**src/rtl/execute_stage_if.sv**
```systemverilog
// Bundles the decoded-instruction handshake, write-back port and result bundle
// between fetch/decode, the execute stage and memory/writeback.
// Ports: in_valid/in_ready plus w_* instruction fields, wb_* register write port,
//        out_* registered result bundle. master = environment side, slave = execute stage.
interface execute_stage_if;
  logic        in_valid;
  logic        in_ready;
  logic [5:0]  w_op_type_6;
  logic [5:0]  w_func_6;
  logic [4:0]  w_rs_5;
  logic [4:0]  w_rt_5;
  logic [4:0]  w_rd_5;
  logic [4:0]  w_sh_5;
  logic [15:0] w_alu_imm_16;
  logic        wb_en;
  logic [4:0]  wb_addr_5;
  logic [31:0] wb_data_32;
  logic        out_valid;
  logic        out_we;
  logic [4:0]  out_dest_5;
  logic [31:0] out_result_32;

  modport master (
    output in_valid, w_op_type_6, w_func_6, w_rs_5, w_rt_5, w_rd_5, w_sh_5,
           w_alu_imm_16, wb_en, wb_addr_5, wb_data_32,
    input  in_ready, out_valid, out_we, out_dest_5, out_result_32
  );

  modport slave (
    input  in_valid, w_op_type_6, w_func_6, w_rs_5, w_rt_5, w_rd_5, w_sh_5,
           w_alu_imm_16, wb_en, wb_addr_5, wb_data_32,
    output in_ready, out_valid, out_we, out_dest_5, out_result_32
  );
endinterface

```
**src/rtl/execute_stage.sv**
```systemverilog
// MIPS integer execute stage: GPR file, HI/LO, one-cycle ALU, 32-cycle MULT/MULTU.
// Latency: ALU result registered on the accept edge; multiply completes 32 edges after accept.
// Backpressure: in_ready drops for the whole multiply; upstream holds its instruction.
// Ports: clock, reset (sync, active-low), bus (execute_stage_if.slave).
module execute_stage #(
  parameter int MUL_CYCLES = 32
) (
  input  logic         clock,
  input  logic         reset,
  execute_stage_if.slave bus
);

  typedef enum logic {RUN = 1'b0, MUL = 1'b1} state_t;

  state_t      state, state_next;
  logic [31:0] gpr [32];
  logic [31:0] hi, lo;

  logic [5:0]  mul_cnt;
  logic [63:0] mul_acc, mul_mcand;
  logic [31:0] mul_mplier;
  logic        mul_neg;

  logic        ready_q, valid_q, we_q;
  logic [4:0]  dest_q;
  logic [31:0] result_q;

  logic        accept;
  logic [31:0] rs_val, rt_val, simm, zimm;
  logic [31:0] alu_res;
  logic        alu_ok, alu_rtype, is_mul, mul_signed;
  logic [4:0]  alu_dest;
  logic        mul_done;
  logic [63:0] mul_sum, mul_final;
  logic [31:0] mul_a, mul_b;

  assign accept = bus.in_valid & ready_q;

  // Combinational read with same-cycle write-back bypass; $0 is hardwired to zero.
  always_comb begin
    rs_val = 32'd0;
    rt_val = 32'd0;
    if (bus.w_rs_5 != 5'd0)
      rs_val = (bus.wb_en && bus.wb_addr_5 == bus.w_rs_5) ? bus.wb_data_32 : gpr[bus.w_rs_5];
    if (bus.w_rt_5 != 5'd0)
      rt_val = (bus.wb_en && bus.wb_addr_5 == bus.w_rt_5) ? bus.wb_data_32 : gpr[bus.w_rt_5];
  end

  assign simm = {{16{bus.w_alu_imm_16[15]}}, bus.w_alu_imm_16};
  assign zimm = {16'd0, bus.w_alu_imm_16};

  always_comb begin
    alu_res    = 32'd0;
    alu_ok     = 1'b1;
    alu_rtype  = 1'b0;
    is_mul     = 1'b0;
    mul_signed = 1'b0;
    alu_dest   = 5'd0;
    case (bus.w_op_type_6)
      6'h00: begin
        alu_rtype = 1'b1;
        case (bus.w_func_6)
          6'h20, 6'h21: alu_res = rs_val + rt_val;
          6'h22, 6'h23: alu_res = rs_val - rt_val;
          6'h24: alu_res = rs_val & rt_val;
          6'h25: alu_res = rs_val | rt_val;
          6'h26: alu_res = rs_val ^ rt_val;
          6'h27: alu_res = ~(rs_val | rt_val);
          6'h2A: alu_res = {31'd0, $signed(rs_val) < $signed(rt_val)};
          6'h2B: alu_res = {31'd0, rs_val < rt_val};
          6'h00: alu_res = rt_val << bus.w_sh_5;
          6'h02: alu_res = rt_val >> bus.w_sh_5;
          6'h03: alu_res = $signed(rt_val) >>> bus.w_sh_5;
          6'h10: alu_res = hi;
          6'h12: alu_res = lo;
          6'h18: begin alu_ok = 1'b0; is_mul = 1'b1; mul_signed = 1'b1; end
          6'h19: begin alu_ok = 1'b0; is_mul = 1'b1; end
          default: alu_ok = 1'b0;
        endcase
      end
      6'h08, 6'h09: alu_res = rs_val + simm;
      6'h0A: alu_res = {31'd0, $signed(rs_val) < $signed(simm)};
      6'h0B: alu_res = {31'd0, rs_val < simm};
      6'h0C: alu_res = rs_val & zimm;
      6'h0D: alu_res = rs_val | zimm;
      6'h0E: alu_res = rs_val ^ zimm;
      6'h0F: alu_res = {bus.w_alu_imm_16, 16'd0};
      default: alu_ok = 1'b0;
    endcase
    if (alu_ok)
      alu_dest = alu_rtype ? bus.w_rd_5 : bus.w_rt_5;
    else
      alu_res = 32'd0;
  end

  // Signed multiply runs on magnitudes; the sign is reapplied to the 64-bit product.
  assign mul_a     = (mul_signed && rs_val[31]) ? (32'd0 - rs_val) : rs_val;
  assign mul_b     = (mul_signed && rt_val[31]) ? (32'd0 - rt_val) : rt_val;
  assign mul_done  = (state == MUL) && (mul_cnt == 6'(MUL_CYCLES - 1));
  assign mul_sum   = mul_acc + (mul_mplier[0] ? mul_mcand : 64'd0);
  assign mul_final = mul_neg ? (64'd0 - mul_sum) : mul_sum;

  always_ff @(posedge clock) begin
    if (!reset) state <= RUN;
    else        state <= state_next;
  end

  always_comb begin
    state_next = state;
    case (state)
      RUN:     if (accept && is_mul) state_next = MUL;
      MUL:     if (mul_done) state_next = RUN;
      default: state_next = RUN;
    endcase
  end

  always_ff @(posedge clock) begin
    if (!reset) begin
      for (int i = 0; i < 32; i++) gpr[i] <= 32'd0;
      hi         <= 32'd0;
      lo         <= 32'd0;
      mul_cnt    <= 6'd0;
      mul_acc    <= 64'd0;
      mul_mcand  <= 64'd0;
      mul_mplier <= 32'd0;
      mul_neg    <= 1'b0;
      ready_q    <= 1'b0;
      valid_q    <= 1'b0;
      we_q       <= 1'b0;
      dest_q     <= 5'd0;
      result_q   <= 32'd0;
    end else begin
      if (bus.wb_en && bus.wb_addr_5 != 5'd0)
        gpr[bus.wb_addr_5] <= bus.wb_data_32;

      valid_q  <= 1'b0;
      we_q     <= 1'b0;
      dest_q   <= 5'd0;
      result_q <= 32'd0;
      ready_q  <= (state_next == RUN);

      if (accept) begin
        if (is_mul) begin
          mul_cnt    <= 6'd0;
          mul_acc    <= 64'd0;
          mul_mcand  <= {32'd0, mul_a};
          mul_mplier <= mul_b;
          mul_neg    <= mul_signed & (rs_val[31] ^ rt_val[31]);
        end else begin
          valid_q  <= 1'b1;
          we_q     <= (alu_dest != 5'd0);
          dest_q   <= alu_dest;
          result_q <= alu_res;
        end
      end

      if (state == MUL) begin
        if (mul_done) begin
          hi       <= mul_final[63:32];
          lo       <= mul_final[31:0];
          valid_q  <= 1'b1;
          result_q <= mul_final[31:0];
        end else begin
          mul_acc    <= mul_sum;
          mul_mcand  <= mul_mcand << 1;
          mul_mplier <= mul_mplier >> 1;
          mul_cnt    <= mul_cnt + 6'd1;
        end
      end
    end
  end

  assign bus.in_ready      = ready_q;
  assign bus.out_valid     = valid_q;
  assign bus.out_we        = we_q;
  assign bus.out_dest_5    = dest_q;
  assign bus.out_result_32 = result_q;

endmodule

```
**src/flat_wrapper.sv**
```systemverilog
// flat-port wrapper written by rule: the top's interface ports become plain ports
module execute_stage_flat 
#(
  parameter int MUL_CYCLES = 32
)
  (clock, reset, bus_in_valid, bus_w_op_type_6, bus_w_func_6, bus_w_rs_5, bus_w_rt_5, bus_w_rd_5, bus_w_sh_5, bus_w_alu_imm_16, bus_wb_en, bus_wb_addr_5, bus_wb_data_32, bus_in_ready, bus_out_valid, bus_out_we, bus_out_dest_5, bus_out_result_32);
  execute_stage_if bus_i ();
  input  logic clock;
  input  logic reset;
  input wire logic [$bits(bus_i.in_valid)-1:0] bus_in_valid;
  input wire logic [$bits(bus_i.w_op_type_6)-1:0] bus_w_op_type_6;
  input wire logic [$bits(bus_i.w_func_6)-1:0] bus_w_func_6;
  input wire logic [$bits(bus_i.w_rs_5)-1:0] bus_w_rs_5;
  input wire logic [$bits(bus_i.w_rt_5)-1:0] bus_w_rt_5;
  input wire logic [$bits(bus_i.w_rd_5)-1:0] bus_w_rd_5;
  input wire logic [$bits(bus_i.w_sh_5)-1:0] bus_w_sh_5;
  input wire logic [$bits(bus_i.w_alu_imm_16)-1:0] bus_w_alu_imm_16;
  input wire logic [$bits(bus_i.wb_en)-1:0] bus_wb_en;
  input wire logic [$bits(bus_i.wb_addr_5)-1:0] bus_wb_addr_5;
  input wire logic [$bits(bus_i.wb_data_32)-1:0] bus_wb_data_32;
  output wire logic [$bits(bus_i.in_ready)-1:0] bus_in_ready;
  output wire logic [$bits(bus_i.out_valid)-1:0] bus_out_valid;
  output wire logic [$bits(bus_i.out_we)-1:0] bus_out_we;
  output wire logic [$bits(bus_i.out_dest_5)-1:0] bus_out_dest_5;
  output wire logic [$bits(bus_i.out_result_32)-1:0] bus_out_result_32;
  assign bus_i.in_valid = bus_in_valid;
  assign bus_i.w_op_type_6 = bus_w_op_type_6;
  assign bus_i.w_func_6 = bus_w_func_6;
  assign bus_i.w_rs_5 = bus_w_rs_5;
  assign bus_i.w_rt_5 = bus_w_rt_5;
  assign bus_i.w_rd_5 = bus_w_rd_5;
  assign bus_i.w_sh_5 = bus_w_sh_5;
  assign bus_i.w_alu_imm_16 = bus_w_alu_imm_16;
  assign bus_i.wb_en = bus_wb_en;
  assign bus_i.wb_addr_5 = bus_wb_addr_5;
  assign bus_i.wb_data_32 = bus_wb_data_32;
  assign bus_in_ready = bus_i.in_ready;
  assign bus_out_valid = bus_i.out_valid;
  assign bus_out_we = bus_i.out_we;
  assign bus_out_dest_5 = bus_i.out_dest_5;
  assign bus_out_result_32 = bus_i.out_result_32;
  execute_stage #(.MUL_CYCLES(MUL_CYCLES)) u_core (.clock(clock), .reset(reset), .bus(bus_i));
endmodule
```
**config.mk**
```make
export PLATFORM = sky130hd
export DESIGN_NAME = execute_stage_flat
export DESIGN_NICKNAME = d
export VERILOG_FILES = /design/src/rtl/execute_stage_if.sv /design/src/rtl/execute_stage.sv /design/src/flat_wrapper.sv
export SDC_FILE = /design/constraint.sdc
export NUM_CORES = 2
export LEC_CHECK = 0
export CORE_ASPECT_RATIO = 0.8
export CORE_MARGIN = 5
export CORE_UTILIZATION = 59
export CTS_CLUSTER_DIAMETER = 60
export DETAILED_ROUTE_END_ITERATION = 8
export MAX_ROUTING_LAYER = met4
export PLACE_DENSITY = 0.76
export SLEW_MARGIN = 5
export SYNTH_ARGS = -nofsm -noshare
export SYNTH_HDL_FRONTEND = slang
export SYNTH_SLANG_ARGS = --single-unit
```
**constraint.sdc**
```tcl
create_clock -name clock -period 25.2 [get_ports clock]
set_input_delay 7.56 -clock clock [delete_from_list [all_inputs] [get_ports clock]]
set_output_delay 7.56 -clock clock [all_outputs]
set_load 0.005 [all_outputs]
```
## Word level (Yosys, flattened, before mapping)

Memories as Yosys holds them, arrays and structs flattened.
Index checks and enable logic that the tools add are counted.

- Add/sub/neg operators: 8
- Magnitude comparators: 4
- Equality and inequality tests: 27
- Shift operators: 3
- Multiplexer cells: 54
- Bitwise gates (word level): 14
- Reduce and logical (&&, ||, !) cells: 23

Operators with widths:

| cell | number |
|---|---|
| $mux W64 | 10 |
| $mux W32 | 16 |
| $pmux W32 S13 | 1 |
| $pmux W32 S8 | 1 |
| $lt A32 B32 Y1 | 3 |
| $add A32 B32 Y32 | 2 |
| $add A64 B64 Y64 | 1 |
| $sub A1 B32 Y32 const A | 2 |
| $sub A1 B64 Y64 const A | 1 |
| $eq A6 B6 Y1 const B | 10 |
| $eq A6 B4 Y1 const B | 8 |
| $and A32 B16 Y32 | 1 |
| $and A32 B32 Y32 | 1 |
| $lt A32 B16 Y1 | 1 |
| $not A32 Y32 | 1 |
| $or A32 B16 Y32 | 1 |
| $or A32 B32 Y32 | 1 |
| $reduce_or A32 Y1 | 1 |
| $shl A32 B5 Y32 | 1 |
| $shr A32 B5 Y32 | 1 |
| $sshr A32 B5 Y32 | 1 |
| $sub A32 B32 Y32 | 1 |
| $xor A32 B16 Y32 | 1 |
| $xor A32 B32 Y32 | 1 |
| 19 further kinds | 65 |

- Bits in registers: 272
- RAM bits: 1024
- Input port bits: 89
- Word-level logic and storage cells: 147
- Memories: 1

Memories:

| name | words | width | read ports | clocked after memory_dff | wr ports | line | text |
|---|---|---|---|---|---|---|---|
| u_core.gpr | 32 | 32 | 2 | 0 | 32 | execute_stage.sv:16 | `logic [31:0] gpr [32];` |

## Depth between registers and ports, before layout

- Depth in word-level cells: 13
- Mapped depth: 30
- Mapped depth without buffers: 24

## Least setup slack after synthesis

OpenSTA, ideal clock, no wires.

- Path type: input-to-reg
- From: input bus_w_rs_5[0]
- To: register u_core.result_q[29], in the netlist u_core.bus.out_result_32[29]
- Arrival: 13216 ps
- Required time: 25066 ps
- Path slack: 11850 ps
- Stages on the path: 27
- Buffers on the path: 5
- Path through: buf_4 buf_4 buf_2 buf_4 buf_2 mux4_2 mux2_2 o21ai_0 nand2_1 a31oi_1 nor2_1 inv_1 ha_1 a211o_1 a21oi_1 a21oi_1 a211oi_1 a21o_1 nand2_1 o21ai_0 a21oi_1 o21a_1 a2111o_1 a21oi_1 xnor2_1 nor2_1 or4_1

- Cells in the longest elaborated chain, start to end: 13

Ends and longest elaborated chain:

| item | line | text |
|---|---|---|
| start, declared | flat_wrapper.sv:13 | `input wire logic [$bits(bus_i.w_rs_5)-1:0] bus_w_rs_5;` |
| branches (longest 3 deep; another with $mem_v2 Z32 W32) | - |  |
| $mux W32 * | execute_stage.sv:43 | `if (bus.w_rs_5 != 5'd0)` |
| branches (longest 3 deep; another with $sub A32 B32 Y32) | - |  |
| $pmux W32 S8 * | execute_stage.sv:59 | `case (bus.w_op_type_6)` |
| $mux W32 * | execute_stage.sv:90 | `if (alu_ok)` |
| $mux W32 * | execute_stage.sv:143 | `if (is_mul) begin` |
| $mux W32 * | execute_stage.sv:142 | `if (accept) begin` |
| $mux W32 | execute_stage.sv:158 | `if (mul_done) begin` |
| $mux W32 * | execute_stage.sv:157 | `if (state == MUL) begin` |
| end signal, assigned | execute_stage.sv:153 | `result_q <= alu_res;` |
| end signal, assigned | execute_stage.sv:162 | `result_q <= mul_final[31:0];` |
| end, declared | execute_stage.sv:26 | `logic [31:0] result_q;` |

Mark *: on every way between the ends.
A chain may end at the register's enable or synchronous reset.

## Worst setup path after layout

Ends and elaborated chain as after synthesis.

==> metrics.md <==
| Metric | Value |
|---|---|
| Area share of the largest cell type after synthesis | `a little over a third` |
| R2r endpoint | `u_core.bus.out_result_32[29]$_SDFF_PN0_` |
| Worst Hold Class | `register to register` |
| Die area | `roughly 150000 sq um` |
| Setup tns final | `0 ps` |
| Reg2reg start | `u_core.gpr[16][1]$_SDFFCE_PN0P_` |
| NumNets Final | `roughly 8.1k` |
| Synth area leaders | `edfxtp_1 (36%), mux4_2 (13%), dfxtp_1 (6.4%)` |
| RSZ-0062 raised after global routing | `false` |
| Total GRT Usage | `a little under half` |
| Htree depth | `4` |
| Yosys cell types | `~110` |
| GPL Wtd Cong | `about 1.1` |
| Post-Syn Area | `roughly 85000 sq um` |
| CTS root buf | `clkbuf_16` |
| EDFF count, synth | `roughly 1.0k` |
| Crit path DAT | `roughly 17000 ps` |
| Top Ports | `129` |
| Max-slew violations | `6` |
| Count of cells resized by post-cts repair | `0` |
| Final wirelength | `around 360000 um` |
| CP Max Fanout | `59` |
| Max Cap Viol | `2` |
| DR WL/cell | `between 30 and 40 um` |
| Core ar. | `143000 sq um` |
| Die Y | `349 um` |
| Sw frac | `between 30 and 40%` |
| P&R area growth vs syn | `9.42%` |
| TritonCTS Buffers | `approximately 140` |
| # fillers | `roughly 11k` |
| Clock Skew | `~50 ps` |
| Total grt overflow | `0` |
| Worst R2R Setup Slack | `17230 ps` |
| Pwr/cell area | `63.2 nW/um^2` |
| Drt drc | `5` |
| Pint | `between 0.003 and 0.004 W` |
| Clock Path Buffers | `3` |
| Async S/R FF share, synth | `0%` |
| Net switching power | `approximately 0.0019 W` |
| # setup viols final | `0` |
| Setup Crit Path Kind | `primary input to register` |
| CP required | `25880 ps` |
| Mapped Cells | `a little under 8k` |
| Violated checks | `design-rule violations, max-capacitance violations, max-slew violations` |
| Ys flop type | `edfxtp_1` |
| Row count | `between 100 and 150` |
| CP endpoint kind | `register` |
| Static Leakage | `33.4 nW` |
| Worst VDD drop | `between 0.07 and 0.08 mV` |
| Post-synthesis register bit count | `between 1k and 1.5k` |
| Worst R2R Path Depth | `22` |
| Top-count cell post-synth | `edfxtp_1` |
| Clock-pin slew on the worst setup and hold paths | `about 60 ps` |
| Status | `finished with violations` |
| Startpoint Class | `primary input` |
| Synth cell count leaders | `edfxtp_1 (1024), and2_1 (841), clkbuf_1 (559), nor2_1 (544), mux4_2 (483)` |
| Vias in the first global route | `69.2k` |
| Clock power share | `a little over a third` |
| Pin count of the biggest net entering global routing | `about 150` |
| Hold-fix buffers, CTS | `0` |
| Pre-CTS WS | `8640 ps` |
| Worst setup margin | `8810 ps` |
| Iteration count of the initial detailed-routing pass | `9` |
| Final Hold Fails | `0` |
| Dpl cells | `about 9.4k` |
| Seq/Total Area, Yosys | `a little over two fifths` |
| Worst setup path end | `u_core.bus.out_result_32[29]$_SDFF_PN0_` |
| Antenna violations before repair | `38` |
| Rel. slew slack | `-4.32%` |
| Starting density of the core | `59.4%` |
| ANT nets after route | `0` |
| Crit path from | `bus_w_rs_5[0]` |
| Hpwl dp | `between 200000 and 250000 um` |
| First-iteration detailed-routing DRC count | `approximately 14k` |
| IO Port Bufs | `between 100 and 150` |
| Post-CTS Setup Inserts | `0` |
| Seq pwr share | `between 40% and 50%` |
| CTS tree | `done` |
| Syn. warnings | `0` |
| Sink Count | `between 1k and 1.5k` |
| Fmax | `between 0.06 and 0.07 GHz` |
| Final min period | `around 16000 ps` |
| Power Total | `between 0.005 and 0.006 W` |
| Via count | `73.7k` |
| Period utilization | `approximately two thirds` |
| Area leader, netlist | `edfxtp_1` |
| Non-filler cells, final | `9730` |
| Logic pwr share | `a little under a quarter` |
| Layout cells sized above 1 | `between 10% and 20%` |
| Die Wd | `434 um` |
| First-pass GRT wire length | `~500000 um` |
| Syn avg cell area | `approximately 11 sq um` |
| Worst-skew pair later-pin latency | `between 800 and 900 ps` |
| Vias/cell | `between 7 and 8` |
| Tightest Pin Transition | `around 1500 ps` |
==> state kept, by name (all words and copies together) (netlist names), 5 cells and up <==
register / count
u_core.bus.out_dest_5: 5
u_core.bus.out_result_32: 32
u_core.gpr: 1024
u_core.hi: 32
u_core.lo: 32
u_core.mul_acc: 64
u_core.mul_cnt: 6
u_core.mul_mcand: 64
u_core.mul_mplier: 32
==> cell usage in the layout, fill, tap and decap left out, types with 48 or more instances in the layout <==
cell type / instances
buf_4: 259
a211oi_1: 185
nand4_1: 48
o21ai_0: 316
xnor2_1: 139
inv_1: 172
edfxtp_1: 1024
and2_1: 839
ha_1: 260
nor3_1: 331
o31ai_1: 61
clkdlybuf4s50_1: 112
o221ai_1: 78
dfxtp_1: 270
mux2_2: 53
nor2_1: 503
a22oi_1: 108
nand2_1: 399
a22o_1: 91
xor2_1: 68
a21o_1: 68
nand3_1: 111
mux4_2: 483
clkbuf_16: 140
a21oi_1: 436
mux2i_1: 266
==> critical path, cell delays in order <==
cell	delay, ps
buf_8	510
buf_4	810
buf_4	700
xnor2_1	210
and2_1	250
nand2_2	70
buf_4	550
nor2_1	110
a31oi_1	1060
nor2_1	490
inv_1	350
ha_1	320
a211o_1	290
a21oi_1	270
a21oi_1	240
a211oi_1	710
a21o_1	230
nand2_1	100
o21ai_0	250
a21oi_1	190
o21a_1	250
a2111o_1	370
a21oi_1	250
xnor2_1	160
nor2_1	60
or4_1	520
==> layout make-up <==
class                      instances  area (sq um)  area share (%)
antenna                           34          85.1          0.0915
clock buffer                     166          3610            3.88
clock inverter                    81           915           0.984
inverter                         183           694           0.747
multi-input combinational       5693         45900            49.3
sequential                      1296         36200            38.9
tap                             1890          2360            2.54
timing repair buffer             387          3230            3.48
==> power groups by stage <==
stage	combinational (W)	sequential, W	clock (W)
3_5_place_dp	0.00125	0.00249	0
6_report	0.00133	0.00245	0.00210
2_1_floorplan	0.000774	0.00247	0
4_1_cts	0.00126	0.00245	0.00208
5_1_grt	0.00136	0.00246	0.00218
3_3_place_gp	0.00125	0.00248	0
==> kinds of logic after synthesis <==
kind of cell             share of synthesized area, %
adder cells (fa/ha/maj)                          3.92
other                                         0.00441
flip-flops                                       42.6
AO/OA/AOI/OAI                                    15.0
AND/OR/NAND/NOR                                  15.3
XOR/XNOR                                         2.13
buffers and inverters                            4.40
multiplexers                                     16.6
==> how the worst min path moves through the flow <==
stage / from / endpoint / cells past startpoint / slack [ps]
after floorplan: u_core.hi[15]$_SDFFE_PN0P_ / u_core.hi[15]$_SDFFE_PN0P_ / 2 / 430
after global placement: u_core.mul_acc[36]$_SDFF_PN0_ / u_core.mul_acc[36]$_SDFF_PN0_ / 2 / 440
after detailed placement: u_core.lo[13]$_SDFFE_PN0P_ / u_core.lo[13]$_SDFFE_PN0P_ / 2 / 450
after CTS: u_core.lo[13]$_SDFFE_PN0P_ / u_core.lo[13]$_SDFFE_PN0P_ / 2 / 460
after global routing: u_core.hi[3]$_SDFFE_PN0P_ / u_core.hi[3]$_SDFFE_PN0P_ / 2 / 490
final: u_core.lo[13]$_SDFFE_PN0P_ / u_core.lo[13]$_SDFFE_PN0P_ / 2 / 460
==> through the flow <==
step | area [sq um] | hold slack [ps] | util, %
after floorplan | 85100 | 431 | -
after global placement | 88400 | 442 | 61.8
after detailed placement | 88400 | 451 | 61.8
after CTS | 92900 | 459 | 64.9
after global routing | 92900 | 487 | 65.0
final | 93000 | 461 | 65.0
==> per-layer routing <==
metal  vias up  part of all wire [%]  GRT usage (%)
met5         -                     0              -
met3      1249                    18           21.0
met4         0                   5.7           21.2
li1      29550                     -              -
met1     35865                    37           64.7
met2      7083                    39           61.9
Note: power is estimated with default switching activity, not from simulation.
